## src/rtl/rrp_stream_merger.sv

```systemverilog
// N-channel round-robin word merger feeding an sram_fifo write port.
// Bounded bursts, channel enable mask, optional source-ID tag, saturating word counter.
module rrp_stream_merger #(
  parameter int N_CH      = 4,
  parameter int DATA_W    = 32,
  parameter int ID_BITS   = 3,
  parameter int MAX_BURST = 16,
  parameter int TAG_EN    = 1
) (
  input  logic                     BUS_CLK,
  input  logic                     BUS_RST,
  input  logic [N_CH-1:0]          CH_EN,
  input  logic [N_CH-1:0]          CH_WRITE,
  input  logic [N_CH*DATA_W-1:0]   CH_DATA,
  output logic [N_CH-1:0]          CH_READ,
  input  logic                     FIFO_FULL,
  input  logic                     ARB_READY_OUT,
  output logic                     ARB_WRITE_OUT,
  output logic [DATA_W-1:0]        ARB_DATA_OUT,
  output logic [ID_BITS-1:0]       GRANT_ID,
  output logic [31:0]              WORD_CNT
);
  localparam int                PTR_W     = $clog2(N_CH);
  localparam int                CNT_W     = 8;
  localparam logic [PTR_W-1:0]  PTR_RST   = PTR_W'(N_CH - 1);
  localparam logic [CNT_W-1:0]  BURST_MAX = CNT_W'(MAX_BURST);

  function automatic logic [DATA_W-1:0] f_tag(input logic [DATA_W-1:0] d,
                                               input logic [PTR_W-1:0]  id);
    logic [DATA_W-1:0] t;
    t = d;
    if (TAG_EN != 0) t[DATA_W-1 -: ID_BITS] = ID_BITS'(id);
    return t;
  endfunction

  function automatic logic [31:0] f_sat_inc(input logic [31:0] c);
    return (c == 32'hFFFF_FFFF) ? c : c + 32'd1;
  endfunction

  logic                r_vld_p1;
  logic [DATA_W-1:0]   r_data_p1;
  logic [ID_BITS-1:0]  r_gid_p1;
  logic [31:0]         r_word_cnt;
  logic [CNT_W-1:0]    r_burst_cnt;
  logic                r_own_vld;
  logic [PTR_W-1:0]    r_owner;
  logic [PTR_W-1:0]    r_ptr;

  logic [N_CH-1:0]     w_req;
  logic                w_keep;
  logic                w_sel_vld;
  logic [PTR_W-1:0]    w_sel;
  logic [DATA_W-1:0]   w_sel_data;
  logic                w_pop;
  logic                w_load;

  assign w_req  = CH_WRITE & CH_EN;
  assign w_keep = r_own_vld && w_req[r_owner] && (r_burst_cnt < BURST_MAX);

  // Stage p0: selection. Descending scan so the nearest requester after r_ptr wins.
  always_comb begin
    logic [PTR_W-1:0] v_idx;
    v_idx     = '0;
    w_sel     = r_owner;
    w_sel_vld = w_keep;
    if (!w_keep) begin
      for (int k = N_CH; k >= 1; k--) begin
        v_idx = PTR_W'((int'(r_ptr) + k) % N_CH);
        if (w_req[v_idx]) begin
          w_sel     = v_idx;
          w_sel_vld = 1'b1;
        end
      end
    end
  end

  assign w_sel_data = CH_DATA[int'(w_sel)*DATA_W +: DATA_W];
  assign w_pop      = ARB_READY_OUT & r_vld_p1;
  assign w_load     = (!r_vld_p1 | w_pop) & w_sel_vld & !FIFO_FULL & !BUS_RST;

  always_comb begin
    CH_READ = '0;
    if (w_load) CH_READ[w_sel] = 1'b1;
  end

  // Stage p1: output register and arbitration state.
  always_ff @(posedge BUS_CLK) begin
    if (BUS_RST) begin
      r_vld_p1    <= 1'b0;
      r_data_p1   <= '0;
      r_gid_p1    <= '0;
      r_word_cnt  <= '0;
      r_burst_cnt <= '0;
      r_own_vld   <= 1'b0;
      r_owner     <= '0;
      r_ptr       <= PTR_RST;
    end else if (w_load) begin
      r_vld_p1    <= 1'b1;
      r_data_p1   <= f_tag(w_sel_data, w_sel);
      r_gid_p1    <= ID_BITS'(w_sel);
      r_ptr       <= w_sel;
      r_owner     <= w_sel;
      r_own_vld   <= 1'b1;
      r_burst_cnt <= w_keep ? r_burst_cnt + CNT_W'(1) : CNT_W'(1);
      r_word_cnt  <= f_sat_inc(r_word_cnt);
    end else begin
      if (w_pop) r_vld_p1 <= 1'b0;
      // Owner lost its request or exhausted its burst: hand the grant back.
      if (r_own_vld && !w_keep) r_own_vld <= 1'b0;
    end
  end

  assign ARB_WRITE_OUT = r_vld_p1;
  assign ARB_DATA_OUT  = r_data_p1;
  assign GRANT_ID      = r_gid_p1;
  assign WORD_CNT      = r_word_cnt;

endmodule

```

## config.mk

```make
export PLATFORM = sky130hd
export DESIGN_NAME = rrp_stream_merger
export DESIGN_NICKNAME = d
export VERILOG_FILES = /design/src/rtl/rrp_stream_merger.sv
export SDC_FILE = /design/constraint.sdc
export NUM_CORES = 1
export LEC_CHECK = 0
export CORE_MARGIN = 2
export CORE_UTILIZATION = 38
export CTS_CLUSTER_DIAMETER = 200
export DETAILED_ROUTE_END_ITERATION = 10
export GPL_ROUTABILITY_DRIVEN = 0
export GPL_TIMING_DRIVEN = 0
export HOLD_SLACK_MARGIN = 0.05
export PLACE_DENSITY_LB_ADDON = 0.1
export SLEW_MARGIN = 20
export SYNTH_ARGS = -nofsm -noshare
export SYNTH_HDL_FRONTEND = slang
export SYNTH_SLANG_ARGS = --single-unit
```

## constraint.sdc

```tcl
create_clock -name BUS_CLK -period 2.85 [get_ports BUS_CLK]
set_input_delay 0.57 -clock BUS_CLK [delete_from_list [all_inputs] [get_ports BUS_CLK]]
set_output_delay 0.57 -clock BUS_CLK [all_outputs]
set_load 0.01 [all_outputs]
```

# Word-level counts from Yosys, hierarchy flattened
# Index checks and enable logic that the tools add are counted.
# word_totals
ff_bits,77
wordCells,69
output_inout_bits,72
# classes
bitwise_logic,7
muxes,28
order_cmp,8
shifts,1
addsub,6
eq_ne,1
n_reduce_logical,11
# op_table
op,n
128-bit by 8-bit indexed part select with 29-bit output,1
32-bit by 1-bit adder with 32-bit output (second input constant),1
32-bit == test (second input constant),1
2-bit by 3-bit < comparator with 1-bit output (second input constant),6
1-bit 2-to-1 mux,15
1-bit binary-select mux with 2-bit select,5
2-bit 2-to-1 mux,5
8-bit by 1-bit adder with 8-bit output (second input constant),1
8-bit by 5-bit < comparator with 1-bit output (second input constant),1
8-bit 2-to-1 mux,1
2-bit by 1-bit adder with 2-bit output (second input constant),2
2-bit adder (second input constant),2
1-bit bitwise AND,4
4-bit bitwise AND,1
1-bit logical AND,4
1-bit zero test,4
4-bit 2-to-1 mux,1
2-bit nonzero test,2
1-bit demux with 2-bit select,1
2-bit by 1-bit >= comparator with 1-bit output (second input constant),1
2-bit AND reduction,1
1-bit inverter,1
1-bit bitwise OR,1

# Logic depth before layout (Yosys ltp)
# Gate-level depths: netlist (run 1).
# logic_depth
depth_word,13
depth_mapped,11
mapped_depth_nobuf,7

# Worst setup path after synthesis (run 1)
# Ideal clock, no wire load.
# synth_timing
kind,input to output
startpoint,input port CH_WRITE[0]
endpoint,output port CH_READ[1]
n_path_buf,3
cell_stages,9
t_arrival_ns,2.384
path_slack_ns,-0.104
t_required_ns,2.280
path_cell_list,nand2_1 > o211ai_1 > and3_1 > buf_6 > or4_4 > and3_1 > buf_6 > buf_2 > nor3_1
# synth_via
elab_chain_len,13
# synth_rtl
element,line,rtl
"start, declared",13,"input logic [N_CH-1:0] CH_WRITE,"
4-bit bitwise AND (*),57,assign w_req = CH_WRITE & CH_EN;
1-bit binary-select mux with 2-bit select,69,if (w_req[v_idx]) begin
1-bit 2-to-1 mux (implied by the code),69,
2-bit 2-to-1 mux (4 in a row),69,
2-bit 2-to-1 mux,66,if (!w_keep) begin
2-bit by 3-bit < comparator with 1-bit output (implied by the code) / 2-bit by 1-bit >= comparator with 1-bit output (equally long branches),83,if (w_load) CH_READ[w_sel] = 1'b1;
1-bit logical AND (implied by the code),83,
1-bit 2-to-1 mux (implied by the code),83,
1-bit demux with 2-bit select,83,
4-bit 2-to-1 mux (*),83,
"end, declared",15,"output logic [N_CH-1:0] CH_READ,"
# Every way passes the cells marked *; elsewhere a longest branch is shown, timed or not. The select of a mux whose other input is x is not followed.

# Worst setup path after layout (run 1)
# layout_timing
startpoint,register r_burst_cnt[4]
endpoint,output port CH_READ[2]
# layout_via
elab_chain_len,8
# layout_rtl
element,line,rtl
"start, declared",44,logic [CNT_W-1:0] r_burst_cnt;
"start signal, assigned",104,r_burst_cnt <= w_keep ? r_burst_cnt + CNT_W'(1) : CNT_W'(1);
8-bit by 5-bit < comparator with 1-bit output (*),58,assign w_keep = r_own_vld && w_req[r_owner] && (r_burst_cnt < BURST_MAX);
1-bit logical AND (*),58,
2-bit 2-to-1 mux,66,
2-bit by 3-bit < comparator with 1-bit output (implied by the code) / 2-bit by 1-bit >= comparator with 1-bit output (equally long branches),83,
1-bit logical AND (implied by the code),83,
1-bit 2-to-1 mux (implied by the code),83,
1-bit demux with 2-bit select,83,
4-bit 2-to-1 mux (*),83,
# Every way passes the cells marked *; elsewhere a longest branch is shown, timed or not.

==> results.toml, run 1 <==
[power]
pwr_density_cell_nw_per_um2 = 437.1
seqPwrFrac = 0.345
sw_frac_of_total = 0.3084
comb_power_share = 0.314
power.total_uw = 3295
internal_power_uw = 2279
ir_drop_uv = 367.4
p_leak_uw = 0.002767
p_sw_uw = 1016
power.share.clock = 0.341

[grt]
antenna_found_initial = 0
grt_pass1_wl_mm = 26.33
grt_max_degree = 17
grtUsageTotal = 0.2517
grt_pass1_vias = 5152
grt-ovfl-total = 0

[cells_and_area]
fin_area_um2 = 7537
drive_above_1_share = 0.1665
final_util = 0.6328
ff_latch_area_um2 = 1521
n_antenna_cell = 0
nFillCells = 1016
nNetsFinal = 930
multi_input_area_um2 = 3068
syn2layout_area_growth_pct = 63.56

[setup_path]
crit_fanout = 4
r2r-start = "r_ptr[1]"
slowest_stage = "or4_4"
cp-start-kind = "flip-flop"
cp_data_required_time_ps = 2280
critPathKind = "reg2out"
r2r_cells = 10
critical-path-top-delay-family = "simple AND/OR/NAND/NOR gates"
cp_num_buf_inv = 2
r2r_end = "ARB_DATA_OUT[20]"
rrSetupSlack_ps = 170
path_cells = "nor4_2 > and2_4 > and3_4 > or4_4 > and3_4 > buf_12 > and2_4 > buf_2"
arrival_ps = 2270
crit_path_max_incr_delay_ps = 540
end_kind = "output port"

[clocking]
cts.sinks = 75
cts_tree = "yes"
h-tree-depth = 3
cts_made_buffers = 9
cts_buffer_depth = 2
insertion_delay_ps = 340
postCtsHoldBufs = 0
clk_pin_slew_ps = 70
root_buffer = "clkbuf_16"

[synthesis]
synth_area_um2 = 4608
async_flop_share = 0
seq_area_frac_synth = 0.3258
synth_cell_type_count = 54
postSynthAreaPerCell_um2 = 8.363
dominantRegCellSynth = "dfxtp_1"
netlist_instances = 551
synth.ff_latch_count = 75
ys_warn_count = 0
synth_edf_count = 0

[routing]
drt_iter0_drc = 330
ant_nets = 0
num_vias = 5344
wl_per_cell_um = 18.12
viasPerCell = 5.685
drt_wl_total_mm = 17.03
drc_errors = 0
firstDrtPassIters = 5

[die]
die-area_um2 = 13020
die-height_um = 114.1
io_pins = 212
coreArea_um2 = 11910
initial_utilization = 0.3869
rows = 40
die_x_um = 114.1

[worst_hold_path]
min_path_type = "reg2reg"
hold_depth = 2
hold_start = "r_burst_cnt[6]"
min_to = "r_burst_cnt[6]"

[placed_design]
portBuffers = 197
dp_hpwl_mm = 12.43
placement.cell_area_um2 = 6779

[sta]
relSlewSlack = 0.4965
drv_slew = 0
worst_pin_slew_ps = 750.7
period_minus_slack_ps = 2835
hold_violations = 0
rsz0062_at_grt = "yes"
fin_crit_sh = 0.9948
setup_violations = 0
fin_hold_ws_ps = 499.0
fmax_mhz = 352.7
fin_worst_skew_ps = 11.22
fin_setup_tns_ps = 0

[flow_run]
max_cap_violations = 0

[outcome]
status = "finished, final reports clean"
[power groups by stage]
stage | sequential, uW | combinational (uW) | clock (uW)
floorplan | 1170 | 447 | 0
global placement | 1160 | 878 | 0
detailed placement | 1160 | 893 | 0
CTS | 1140 | 978 | 1140
global route | 1140 | 1100 | 1190
finish | 1140 | 1030 | 1120
[per-layer routing]
metal  part of all wire  vias up  routed length, um  track usage
met2               0.48      225               8110       0.4302
met3              0.075       27               1272      0.04076
met4              0.019        0                329      0.08862
li1                   -     2547                  -            -
met5                  0        -                  0            0
met1               0.43     2545               7318       0.3219
[registers in the layout, summed over array words and instances (netlist names)]
signal,cells
ARB_DATA_OUT,29
r_ptr,2
r_burst_cnt,8
WORD_CNT,32
ARB_WRITE_OUT,1
r_own_vld,1
r_owner,2
[cells by family after synthesis]
group | share of synthesized area
simple gates | 0.2308
xor+xnor | 0.04942
compound gates | 0.2248
mux | 0.1072
fa+ha+maj | 0.005429
flops | 0.3258
other cells | 0.0008138
buf+inv | 0.05566
[layout by cell type (no fill, tap or decap), types with 6 or more instances in the layout]
| master | instances |
|---|---|
| dfxtp_1 | 67 |
| buf_6 | 6 |
| a221o_1 | 26 |
| clkbuf_16 | 9 |
| nand4_1 | 9 |
| buf_2 | 11 |
| o211ai_1 | 18 |
| clkdlybuf4s50_1 | 184 |
| or3_1 | 11 |
| clkbuf_1 | 23 |
| nand3_1 | 28 |
| a221oi_1 | 16 |
| mux2i_1 | 30 |
| nand2_1 | 47 |
| xnor2_1 | 17 |
| nor3_1 | 12 |
| o21ai_0 | 10 |
| buf_4 | 37 |
| inv_1 | 7 |
| a21oi_1 | 11 |
| xor2_1 | 9 |
| mux2_4 | 10 |
| a2111oi_0 | 15 |
| nor2_1 | 61 |
| nor4_1 | 6 |
| and2_1 | 16 |
[cell type report]
type,count,share of cell area
multi-input combinational,423,0.4070
tap,147,0.02440
clock inverter,7,0.008632
clock buffer,9,0.02988
timing repair buffer,230,0.2910
buffer,40,0.03204
inverter,9,0.005146
sequential,75,0.2019
[tightest hold or removal path, stage by stage, from the launching register on]
cell     delay [ps]
dfxtp_2         350
a41oi_1          50
nor2_1           70
[per-stage QoR]
step	setup WS [ps]	std cells
after floorplan	32.11	552
after global placement	-1673	896
after detailed placement	-1668	896
after CTS	0.7925	929
after global routing	-20.20	940
final	14.73	940
[how the worst max path moves through the flow]
| stage | startpoint | to | slack [ps] | depth (start not counted) |
|---|---|---|---|---|
| 4_1_cts | r_owner[1] | CH_READ[3] | 0.8 | 8 |
| 3_5_place_dp | CH_WRITE[3] | CH_READ[2] | -1670 | 8 |
| 5_1_grt | r_ptr[0] | CH_READ[3] | -20 | 8 |
| 2_1_floorplan | CH_WRITE[0] | CH_READ[2] | 30 | 9 |
| 3_3_place_gp | CH_WRITE[3] | CH_READ[2] | -1670 | 8 |
| 6_report | r_burst_cnt[4] | CH_READ[2] | 10 | 8 |
[timing repair]
action / CTS / global route
buffers inserted: 21 / 12
pin swaps: 13 / 14
hold endpoints to repair: 0 / 0
endpoints found under the setup margin: 47 / 12
gates resized for setup: 101 / 37
[synth_stat cells, drive strengths merged (13+ instances only)]
cell type	number	area [um^2]
nand2	50	187.7
nand3	32	160.2
xnor2	17	148.9
clkbuf	30	112.6
mux2	13	183.9
a2111oi	17	155.1
nor2	61	229.0
and2	21	131.4
a221o	26	260.3
o211ai	19	147.6
a221oi	17	148.9
mux2i	31	310.3
dfxtp	75	1501
buf	15	110.1
nor3	13	65.06
Note: power is estimated with default switching activity, not from simulation.
==> run 2: changes to the inputs <==
--- a/config.mk
+++ b/config.mk
@@ -13,7 +13,6 @@
 export GPL_TIMING_DRIVEN = 0
 export HOLD_SLACK_MARGIN = 0.05
 export PLACE_DENSITY_LB_ADDON = 0.1
-export SLEW_MARGIN = 20
 export SYNTH_ARGS = -nofsm -noshare
 export SYNTH_HDL_FRONTEND = slang
 export SYNTH_SLANG_ARGS = --single-unit
==> results of run 2 <==
The final DEF is identical to that of run 1; final timing and power are the same.
